<file path="src/rtl/bcd_count3_timer_pkg.sv">
// Shared definitions for the three-digit BCD timer and any display logic
// that needs to agree with it on digit range, run/stop encoding and the
// default tick divider.
package bcd_count3_timer_pkg;

   localparam int DIGIT_W = 4;
   localparam logic [DIGIT_W-1:0] DIGIT_MAX = 4'd9;
   localparam int DEFAULT_DIV = 50000000;

   typedef enum logic {
      STOP = 1'b0,
      RUN  = 1'b1
   } timerState_t;

   // True when a digit sits at its top value and will roll over on the next enable
   function automatic logic isDigitMax(input logic [DIGIT_W-1:0] value);
      return value == DIGIT_MAX;
   endfunction

endpackage

</file>
<file path="src/rtl/bcd_count3_timer_digit.sv">
// One decimal digit of the cascade: counts 0..9 on enable and flags a
// carry in the same cycle it rolls from 9 back to 0.
module bcd_digit
   import bcd_count3_timer_pkg::*;
(
   input  logic               clock,
   input  logic               reset,
   input  logic               clear,
   input  logic               enable,
   output logic [DIGIT_W-1:0] value,
   output logic               carry
);

   logic [DIGIT_W-1:0] r_value;

   // Step the digit on enable; anything at or above 9 (including unreachable codes) returns to 0
   always_ff @(posedge clock or posedge reset) begin
      if (reset) begin
         r_value <= '0;
      end else if (clear) begin
         r_value <= '0;
      end else if (enable) begin
         if (r_value >= DIGIT_MAX) begin
            r_value <= '0;
         end else begin
            r_value <= r_value + 4'd1;
         end
      end
   end

   assign carry = enable & isDigitMax(r_value);
   assign value = r_value;

endmodule

</file>
<file path="src/rtl/bcd_count3_timer.sv">
// Three-digit BCD stopwatch: a pushbutton toggles run/stop, a prescaler
// divides the clock into count ticks, and three cascaded digits count 000..999.
module bcd_count3_timer
   import bcd_count3_timer_pkg::*;
#(
   parameter int DIV = DEFAULT_DIV
)(
   input  logic               Clock,
   input  logic               Reset,
   input  logic               Start_Stop,
   input  logic               Clear,
   output logic [DIGIT_W-1:0] BCD0,
   output logic [DIGIT_W-1:0] BCD1,
   output logic [DIGIT_W-1:0] BCD2,
   output logic               Running,
   output logic               Wrap
);

   localparam int PRESC_W = $clog2(DIV);
   localparam logic [PRESC_W-1:0] PRESC_LAST = PRESC_W'(DIV - 1);
   localparam logic [PRESC_W-1:0] PRESC_ONE  = PRESC_W'(1);

   logic               r_sync1;
   logic               r_sync2;
   logic               r_syncPrev;
   logic               r_primed;
   logic               r_armed;
   logic               w_toggle;
   timerState_t        r_state;
   timerState_t        w_stateNext;
   logic               r_running;
   logic [PRESC_W-1:0] r_presc;
   logic               w_tick;
   logic               w_carry0;
   logic               w_carry1;
   logic               w_carry2;
   logic               r_wrap;

   // Bring the pushbutton into the clock domain and keep the previous synchronized level for edge detection
   always_ff @(posedge Clock or posedge Reset) begin
      if (Reset) begin
         r_sync1    <= 1'b0;
         r_sync2    <= 1'b0;
         r_syncPrev <= 1'b0;
      end else begin
         r_sync1    <= Start_Stop;
         r_sync2    <= r_sync1;
         r_syncPrev <= r_sync2;
      end
   end

   // Only arm the detector once the button has really been seen low, so a button held through reset is not a press
   always_ff @(posedge Clock or posedge Reset) begin
      if (Reset) begin
         r_primed <= 1'b0;
         r_armed  <= 1'b0;
      end else begin
         r_primed <= 1'b1;
         r_armed  <= r_armed | (r_primed & ~r_sync1);
      end
   end

   assign w_toggle = r_armed & r_sync2 & ~r_syncPrev;

   // Run/stop state register, with Running kept as its own flop so the output has no decode logic
   always_ff @(posedge Clock or posedge Reset) begin
      if (Reset) begin
         r_state   <= STOP;
         r_running <= 1'b0;
      end else begin
         r_state   <= w_stateNext;
         r_running <= (w_stateNext == RUN);
      end
   end

   // Each detected press flips between STOP and RUN; Clear leaves the state alone
   always_comb begin
      w_stateNext = r_state;
      if (w_toggle) begin
         case (r_state)
            STOP: w_stateNext = RUN;
            RUN:  w_stateNext = STOP;
         endcase
      end
   end

   assign w_tick = (r_state == RUN) && (r_presc == PRESC_LAST);

   // Prescaler counts only while running and holds its partial period across a stop
   always_ff @(posedge Clock or posedge Reset) begin
      if (Reset) begin
         r_presc <= '0;
      end else if (Clear) begin
         r_presc <= '0;
      end else if (r_state == RUN) begin
         if (w_tick) begin
            r_presc <= '0;
         end else begin
            r_presc <= r_presc + PRESC_ONE;
         end
      end
   end

   bcd_digit u_digit0 (
      .clock  (Clock),
      .reset  (Reset),
      .clear  (Clear),
      .enable (w_tick),
      .value  (BCD0),
      .carry  (w_carry0)
   );

   bcd_digit u_digit1 (
      .clock  (Clock),
      .reset  (Reset),
      .clear  (Clear),
      .enable (w_carry0),
      .value  (BCD1),
      .carry  (w_carry1)
   );

   bcd_digit u_digit2 (
      .clock  (Clock),
      .reset  (Reset),
      .clear  (Clear),
      .enable (w_carry1),
      .value  (BCD2),
      .carry  (w_carry2)
   );

   // Flag the 999->000 rollover in the cycle the digits show 000; a simultaneous Clear suppresses it
   always_ff @(posedge Clock or posedge Reset) begin
      if (Reset) begin
         r_wrap <= 1'b0;
      end else begin
         r_wrap <= w_carry2 & ~Clear;
      end
   end

   assign Running = r_running;
   assign Wrap    = r_wrap;

endmodule

</file>
<file path="config.mk">
export PLATFORM = sky130hd
export DESIGN_NAME = bcd_count3_timer
export DESIGN_NICKNAME = d
export VERILOG_FILES = /design/src/rtl/bcd_count3_timer_pkg.sv /design/src/rtl/bcd_count3_timer_digit.sv /design/src/rtl/bcd_count3_timer.sv
export SDC_FILE = /design/constraint.sdc
export NUM_CORES = 1
export LEC_CHECK = 0
export ABC_CLOCK_PERIOD_IN_PS = 8160
export CAP_MARGIN = 20
export CELL_PAD_IN_SITES_DETAIL_PLACEMENT = 1
export CELL_PAD_IN_SITES_GLOBAL_PLACEMENT = 1
export CORE_MARGIN = 4
export CORE_UTILIZATION = 49
export CTS_CLUSTER_SIZE = 10
export DETAILED_ROUTE_END_ITERATION = 6
export GPL_TIMING_DRIVEN = 0
export HOLD_SLACK_MARGIN = 0.06
export PLACE_DENSITY_LB_ADDON = 0.1
export SYNTH_ARGS = -nofsm -noshare
export SYNTH_HDL_FRONTEND = slang
export SYNTH_HIERARCHICAL = 1
export SYNTH_SLANG_ARGS = --single-unit
</file>
<file path="constraint.sdc">
create_clock -name Clock -period 8.16 [get_ports Clock]
set_input_delay 2.04 -clock Clock [delete_from_list [all_inputs] [get_ports Clock]]
set_output_delay 2.04 -clock Clock [all_outputs]
set_load 0.05 [all_outputs]
</file>
---- After elaboration in Yosys (flattened, before gate mapping) ----
Index checks and enable logic that the tools add are counted.
cells by class
  add/subtract/negate cells ............... 4
  order comparisons ....................... 3
  eq/ne operators ......................... 4
  multiplexer cells ....................... 13
  bitwise logic cells ..................... 12
  reduce and logical (&&, ||, !) cells .... 5
operator list
  cell                     count
  $mux W26                 3
  $mux W4                  9
  $add A26 B1 Y26 const B  1
  $eq A26 B26 Y1 const B   1
  $add A4 B1 Y4 const B    3
  $eq A4 B4 Y1 const B     3
  $ge A4 B4 Y1 const B     3
  $reduce_bool A2 Y1       4
  $and A1 B1 Y1            7
  $not A1 Y1               4
  $pmux W1 S2              1
  $logic_and A1 B1 Y1      1
  $or A1 B1 Y1             1
storage, ports and cells
  register bits ........................... 45
  logic and storage cells ................. 52

---- Longest topological paths before layout ----
Gate-level depths: netlist (run 1).
  depth after elaboration ................. 6
  gate-level depth with buffers ........... 10

---- Cells and area by module ----
Netlist (run 1), hierarchy kept.
by module, submodules not included
  module            times used  cells each  area an instance (µm²)  sequential area each (µm²)
  bcd_count3_timer  1           181         1,762.9                 825.8
  bcd_digit         3           23          250.2                   100.1

---- Worst setup path before layout (run 1) ----
OpenSTA, ideal clock, no wires.
  path kind ............................... input port to flip-flop
  start point ............................. input Clear
  end point ............................... register r_presc[24]
  library setup time ...................... 0.118 ns
  arrival ................................. 2.876 ns
  required time ........................... 8.042 ns
  path slack .............................. 5.166 ns
  stages .................................. 5
  path buffers ............................ 0
  cells stage by stage .................... nor2_1 > nor4_1 > nand3_1 > xor2_1 > nor2_1
between the ends
  cells in the longest elaborated chain, start to end .. 1
RTL lines
  what                                                   RTL line                source
  start, declared                                        bcd_count3_timer.sv:11  input logic Clear,
  $mux W26 / $reduce_bool A2 Y1 (equally long branches)  -
  end signal, assigned                                   bcd_count3_timer.sv:99  r_presc <= r_presc + PRESC_ONE;
  end, declared                                          bcd_count3_timer.sv:32  logic [PRESC_W-1:0] r_presc;
Parallel ways exist; a longest one is shown, timed or not.
A chain may end at the register's enable or synchronous reset.

---- Worst setup path in the final report (run 1) ----
  start point ............................. input Clear
  end point ............................... register r_presc[17]
Same word-level chain as after synthesis.

==> results by group, run 1 <==
Floorplanning
  – I/O pin count: 18
  – Die area: 6340 um2
  – Total core area: 4850 um2
  – Die X: 79.6 um
  – Starting Density: 51.8%
  – Row count: 25
  – Die H: 79.6 um

Drt
  – Drt total wl: 6050 um
  – DR vias/cell: 5.83
  – Via count: 1999
  – DRT iter0 DRCs: 66
  – Drt first pass iters: 4
  – DRC viols: 0
  – Detail Route Antenna Nets: 0
  – Wire length per cell: 17.6 um

Clock network
  – Post-CTS Resized: 0
  – Clock Sinks: 45
  – Clock root cell: clkbuf_8
  – H-tree levels: 2
  – CTS tree: yes
  – Clock Path Buffers: 2
  – CTS Hold Bufs: 0
  – CTS buffer count: 5
  – Clock Latency Late Sink: 0.31 ns
  – Number of post-CTS setup repair buffers: 0
  – Reg clk slew, reported paths: 0.09 ns

Timing
  – Final setup violation count: 0
  – Worst Tran Pin Value: 0.693 ns
  – RSZ-0062 raised after global routing: false
  – Final Critical Period: 3.93 ns
  – Post-route clock period utilization: 48.2%
  – Setup total negative slack: 0 ns
  – Slew HR: 53.6%
  – Final slew viol count: 0
  – Final hold vios: 0
  – Final worst clock skew: 0.0101 ns
  – Hold Worst Slack: 0.378 ns
  – Fmax: 254 MHz

Global routing
  – Total grt overflow: 0
  – Largest net degree at the start of global routing: 22
  – Wire length of the first global-routing pass: 10400 um
  – Vias in the first global route: 2070
  – Tot GR Track Use: 21.3%
  – Initial antenna violation count: 0

Place
  – Routability Congestion: 0.773
  – Dpl cell area: 2800 um2
  – PortBufs: 17
  – Hpwl dp: 4600 um

Critical path
  – Critical path class: in -> reg
  – Crit path max fanout: 19
  – Crit end category: flop
  – Worst setup SP type: primary input
  – Critical path arrival: 4.13 ns
  – Critical Path RT: 8.36 ns

Worst hold path
  – Min-Delay Path Class: reg -> reg

Yosys
  – Synthesis warning total: 6
  – Syn Area/Cell: 10.1 um2
  – Cell area after synthesis: 2510 um2
  – Async SR Flop Fraction: 100%
  – Most frequent cell after synthesis: dfrtp_1
  – Mapped Nets: 265
  – Top cells by area, synth: dfrtp_1, ha_1, nor2_1, xor2_1, inv_1
  – Leading cell types by count after synthesis: dfrtp_1, nor2_1, inv_1
  – Synth Flop Type: dfrtp_1
  – Area leader, netlist: dfrtp_1
  – Register area share after synthesis: 44.8%
  – Post-synthesis cell count: 250
  – Post-synth top area share: 44.8%
  – EDFF count, synth: 0
  – Synth Register Bits: 45
  – Yosys cell types: 46

Power and ir drop
  – Pwr Density: 158 nW/um2
  – Leakage power: 0.00122 uW
  – Max IR drop VDD: 0.129 mV

Final layout
  – Layout cell share with drive strength beyond 1: 14.5%
  – Final instance area: 2890 um2
  – Diode count: 0
  – Area growth, synth to finish: 14.8%
  – Nets: 290

Status
  – Outcome: completed

Run
  – MaxCap Viol Count: 0
-- where the power goes --
group	total [uW]	leakage, uW	internal (uW)	switching [uW]
Combinational	74.2	0.000568	22.2	52.0
Sequential	242	0.000611	230	11.8
Clock	141	0.0000445	60.8	80.0
Total	457	0.00122	313	144
-- through the flow --
step                instances  utilization [%]  setup WS [ns]  power, uW
global placement          334             57.1           3.95        316
floorplan                 250                -           5.17        290
detailed placement        335             57.7           3.88        320
CTS                       343             59.5           4.20        461
global route              343             59.5           4.09        480
finish                    343             59.5           4.23        457
-- critical path, stage by stage --
cell	delay [ns]
clkdlybuf4s50_1	0.91
nor2_1	0.17
nor4_2	0.55
nand4_1	0.21
xor2_1	0.19
nor2_1	0.05
-- area by class of cell --
cell class,count,area [um2]
Clock inverter,3,21.3
Fill cell,549,1960
Multi-Input combinational cell,180,1290
Tap cell,67,83.8
Clock buffer,5,68.8
Inverter,21,78.8
Buffer,4,22.5
Timing Repair Buffer,18,198
Sequential cell,45,1130
-- worst paths after layout --
check / depth (start not counted) / start / end / slack, ns
hold reg to reg: 0 / r_sync1 / r_sync2 / 0.38
min in group asynchronous: 2 / Reset / u_digit1/value[0] / 2.04
max in group asynchronous: 3 / Reset / r_presc[12] / 5.42
hold / removal: 0 / r_sync1 / r_sync2 / 0.38
setup / recovery: 6 / Clear / r_presc[17] / 4.23
setup reg to reg: 10 / r_presc[0] / u_digit2/value[2] / 5.08
-- cells in the final DEF (no fill, tap or decap), types with 3 or more instances in the layout --
| cell | instances |
|---|---|
| and3_1 | 3 |
| nand3_1 | 12 |
| a311oi_1 | 3 |
| xor2_1 | 15 |
| a21oi_1 | 6 |
| a41oi_1 | 3 |
| or4_1 | 5 |
| mux2_2 | 4 |
| ha_1 | 11 |
| inv_1 | 21 |
| nand4_1 | 10 |
| a32o_2 | 3 |
| clkbuf_8 | 5 |
| dfrtp_1 | 45 |
| or2b_2 | 3 |
| a22o_2 | 3 |
| or3b_1 | 3 |
| nor4_1 | 3 |
| xnor2_1 | 3 |
| o21ai_0 | 4 |
| clkdlybuf4s50_1 | 17 |
| nor2_1 | 35 |
| nand2_1 | 15 |
| and4_1 | 4 |
| o31ai_1 | 3 |
| clkbuf_1 | 3 |
| a21oi_2 | 3 |
-- sequential cells by signal, summed over array words and instances, names as in the netlist --
signal / cells
u_digit1/value: 4
r_sync2: 1
r_primed: 1
Running: 1
r_sync1: 1
u_digit0/value: 4
r_armed: 1
u_digit2/value: 4
r_syncPrev: 1
r_presc: 26
Wrap: 1
-- cell families (layout without fill, tap and decap cells) --
logic type | after synthesis | count (layout) | share of synthesized area (%)
muxes | 4 | 4 | 1.79
and+or+nand+nor | 112 | 112 | 26.8
AOI/OAI and AO/OA | 34 | 34 | 10.7
DFF | 45 | 45 | 44.8
buffers and inverters | 25 | 51 | 4.03
adders and majority gates | 11 | 11 | 5.48
other | 1 | 1 | 0.149
xor gates and xnor gates | 18 | 18 | 6.27
-- metal layers --
layer	share of wire [%]	routed length, um	GRT usage [%]
met5	0	0	0
met3	3.2	191	5.64
met1	45	2730	27.5
met4	0.50	30	3.61
met2	51	3100	36.4
Note: power is estimated with default switching activity, not from simulation.
==> inputs of run 2 (changes only) <==
- ABC_CLOCK_PERIOD_IN_PS: 8160 -> 4050
- CORE_UTILIZATION: 49 -> 46
- clock period: 8.16 -> 4.05 ns (I/O delays scaled with it)
==> results by group, run 2 (synthesis gave the netlist of run 1 again) <==
Timing
  – Final worst clock skew: 0.00756 ns (-0.00258 ns)
  – Final setup violation count: 0 (unchanged)
  – Worst Tran Pin Value: 0.697 ns (+0.00386 ns)
  – Final Critical Period: 3.05 ns
  – Final slew viol count: 0 (unchanged)
  – Fin worst setup slack: 1.00 ns (-3.22 ns)
  – Final hold vios: 0 (unchanged)
  – Fmax: 328 MHz
  – Post-route clock period utilization: 75.2%
  – Slew HR: 53.1% (-0.54 points)
  – RSZ-0062 raised after global routing: false
  – Setup total negative slack: 0 ns (unchanged)

Power and ir drop
  – Max IR drop VDD: 0.223 mV (+72%)
  – Switch Pwr: 297 uW (+110%)
  – Pwr Density: 358 nW/um2 (+130%)
  – Combinational power share: 14.3% (-1.9 points)
  – Switching part of the total: 28.2% (-3.2 points)
  – Leakage power: 0.00125 uW (+1.9%)
  – Power Internal: 754 uW (+140%)
  – Sequential cell fraction of total power: 46.5% (-6.5 points)
  – Power share of the clock group: 39.2% (+8.4 points)

Worst hold path
  – Min-Delay Path Class: reg -> reg
  – Hold path cells: 0 (unchanged)

Status
  – Outcome: completed

Place
  – Pre-CTS setup slack: 0.737 ns (-3.14 ns)
  – PortBufs: 17 (unchanged)
  – Routability Congestion: 0.827 (+7.0%)
  – Hpwl dp: 4370 um (-4.9%)

Run
  – MaxCap Viol Count: 0 (unchanged)

Clock network
  – Clock Latency Late Sink: 0.31 ns (about the same)
  – Clock Path Buffers: 2 (unchanged)
  – Clock root cell: clkbuf_8
  – Post-CTS Resized: 0 (unchanged)
  – CTS Hold Bufs: 0 (unchanged)
  – Clock Sinks: 45 (unchanged)
  – CTS tree: yes
  – CTS buffer count: 5 (unchanged)
  – H-tree levels: 2 (unchanged)
  – Number of post-CTS setup repair buffers: 0 (unchanged)
  – Reg clk slew, reported paths: 0.09 ns (about the same)

Global routing
  – Vias in the first global route: 2109 (+1.9%)
  – Wire length of the first global-routing pass: 10600 um (+1.9%)
  – Tot GR Track Use: 21.0% (-0.33 points)
  – Largest net degree at the start of global routing: 20 (-9.1%)
  – Initial antenna violation count: 0 (unchanged)
  – Total grt overflow: 0 (unchanged)

Drt
  – Via count: 1988 (-0.55%)
  – Drt first pass iters: 4 (unchanged)
  – Drt total wl: 5930 um (-1.9%)
  – Detail Route Antenna Nets: 0 (unchanged)
  – Wire length per cell: 17.2 um (-2.7%)
  – DR vias/cell: 5.75 (-1.4%)
  – DRT iter0 DRCs: 150 (+130%)
  – DRC viols: 0 (unchanged)

Critical path
  – R2R Path Start: r_presc[0]
  – Worst r2r path cells: 10 (unchanged)
  – Critical path class: reg -> reg
  – Critical Path RT: 4.31 ns (-4.05 ns)
  – Worst r2r dst: u_digit2/value[2]
  – Crit path max fanout: 6 (-13)
  – Crit path capture: u_digit2/value[2]
  – Setup slack, reg-to-reg: 1.00 ns (-4.08 ns)
  – Crit path from: r_presc[0]
  – Crit end category: flop
  – Critical path arrival: 3.30 ns (-0.83 ns)
  – Worst setup SP type: flop

Final layout
  – Nets: 290 (unchanged)
  – Fillers: 595 (+8.4%)
  – Most frequent cells in the layout: dfrtp_1, nor2_1, inv_1, clkdlybuf4s50_1
  – Commonest non-fill, non-tap cell in the layout: dfrtp_1
  – Diode count: 0 (unchanged)
  – Largest register FFs: 26 (unchanged)
  – Layout cell share with drive strength beyond 1: 14.5% (unchanged)
  – Reg with most FFs: r_presc
  – Area growth, synth to finish: 16.7%

Floorplanning
  – Row count: 26 (+4.0%)
  – Die area: 6710 um2 (+5.8%)
  – Total core area: 5200 um2 (+7.4%)
  – Die X: 81.9 um (+2.9%)
  – I/O pin count: 18 (unchanged)
  – Die H: 81.9 um (+2.9%)
  – Starting Density: 48.3% (-3.6 points)
==> run 2: routing by layer <==
metal / vias up / track usage (%) / wire length, um
li1: 936 / - / -
met1: 1024 / 28.2 / 2820
met2: 18 / 33.8 / 2870
met3: 10 / 3.73 / 128
met4: 0 / 7.64 / 112
met5: - / 0 / 0
==> run 2: how the worst min path moves through the flow <==
stage | start | to | slack (ns)
CTS | r_sync2 | r_syncPrev | 0.38
floorplan | r_sync1 | r_sync2 | 0.35
detailed placement | r_sync2 | r_syncPrev | 0.36
global route | r_sync2 | r_syncPrev | 0.39
global placement | r_sync2 | r_syncPrev | 0.36
finish | r_sync2 | r_syncPrev | 0.38
==> run 2: through the flow <==
step	util [%]	hold WS [ns]	power [uW]	cell area, um2	cells
5_1_grt	56.3	0.392	1110	2930	346
4_1_cts	56.3	0.384	1060	2930	346
2_1_floorplan	-	0.354	584	2510	250
3_5_place_dp	53.8	0.363	650	2800	338
3_3_place_gp	53.2	0.359	640	2770	337
6_report	56.3	0.380	1050	2930	346
==> run 2: worst max-delay path, cell delays in order, from the launching register on <==
cell     delay (ns)
dfrtp_1        0.44
ha_1           0.30
nand4_1        0.22
nor4_4         0.34
nand3_2        0.17
inv_1          0.18
and4_1         0.34
and4_1         0.33
or2b_2         0.32
a21oi_2        0.16
a32o_2         0.19
==> run 2: power by group through the flow <==
stage	logic [uW]	registers, uW	clock network (uW)
global route	170	492	447
CTS	153	490	418
finish	150	489	412
floorplan	78.0	506	0
detailed placement	151	498	0
global placement	142	498	0
==> run 2: final cells by class <==
class / count / area, um2 / area share, %
Multi-Input combinational cell: 180 / 1290 / 43.9
Inverter: 21 / 78.8 / 2.69
Tap cell: 70 / 87.6 / 2.99
Sequential cell: 45 / 1130 / 38.4
Clock buffer: 5 / 68.8 / 2.35
Clock inverter: 3 / 65.1 / 2.22
Timing Repair Buffer: 18 / 198 / 6.74
Buffer: 4 / 22.5 / 0.768
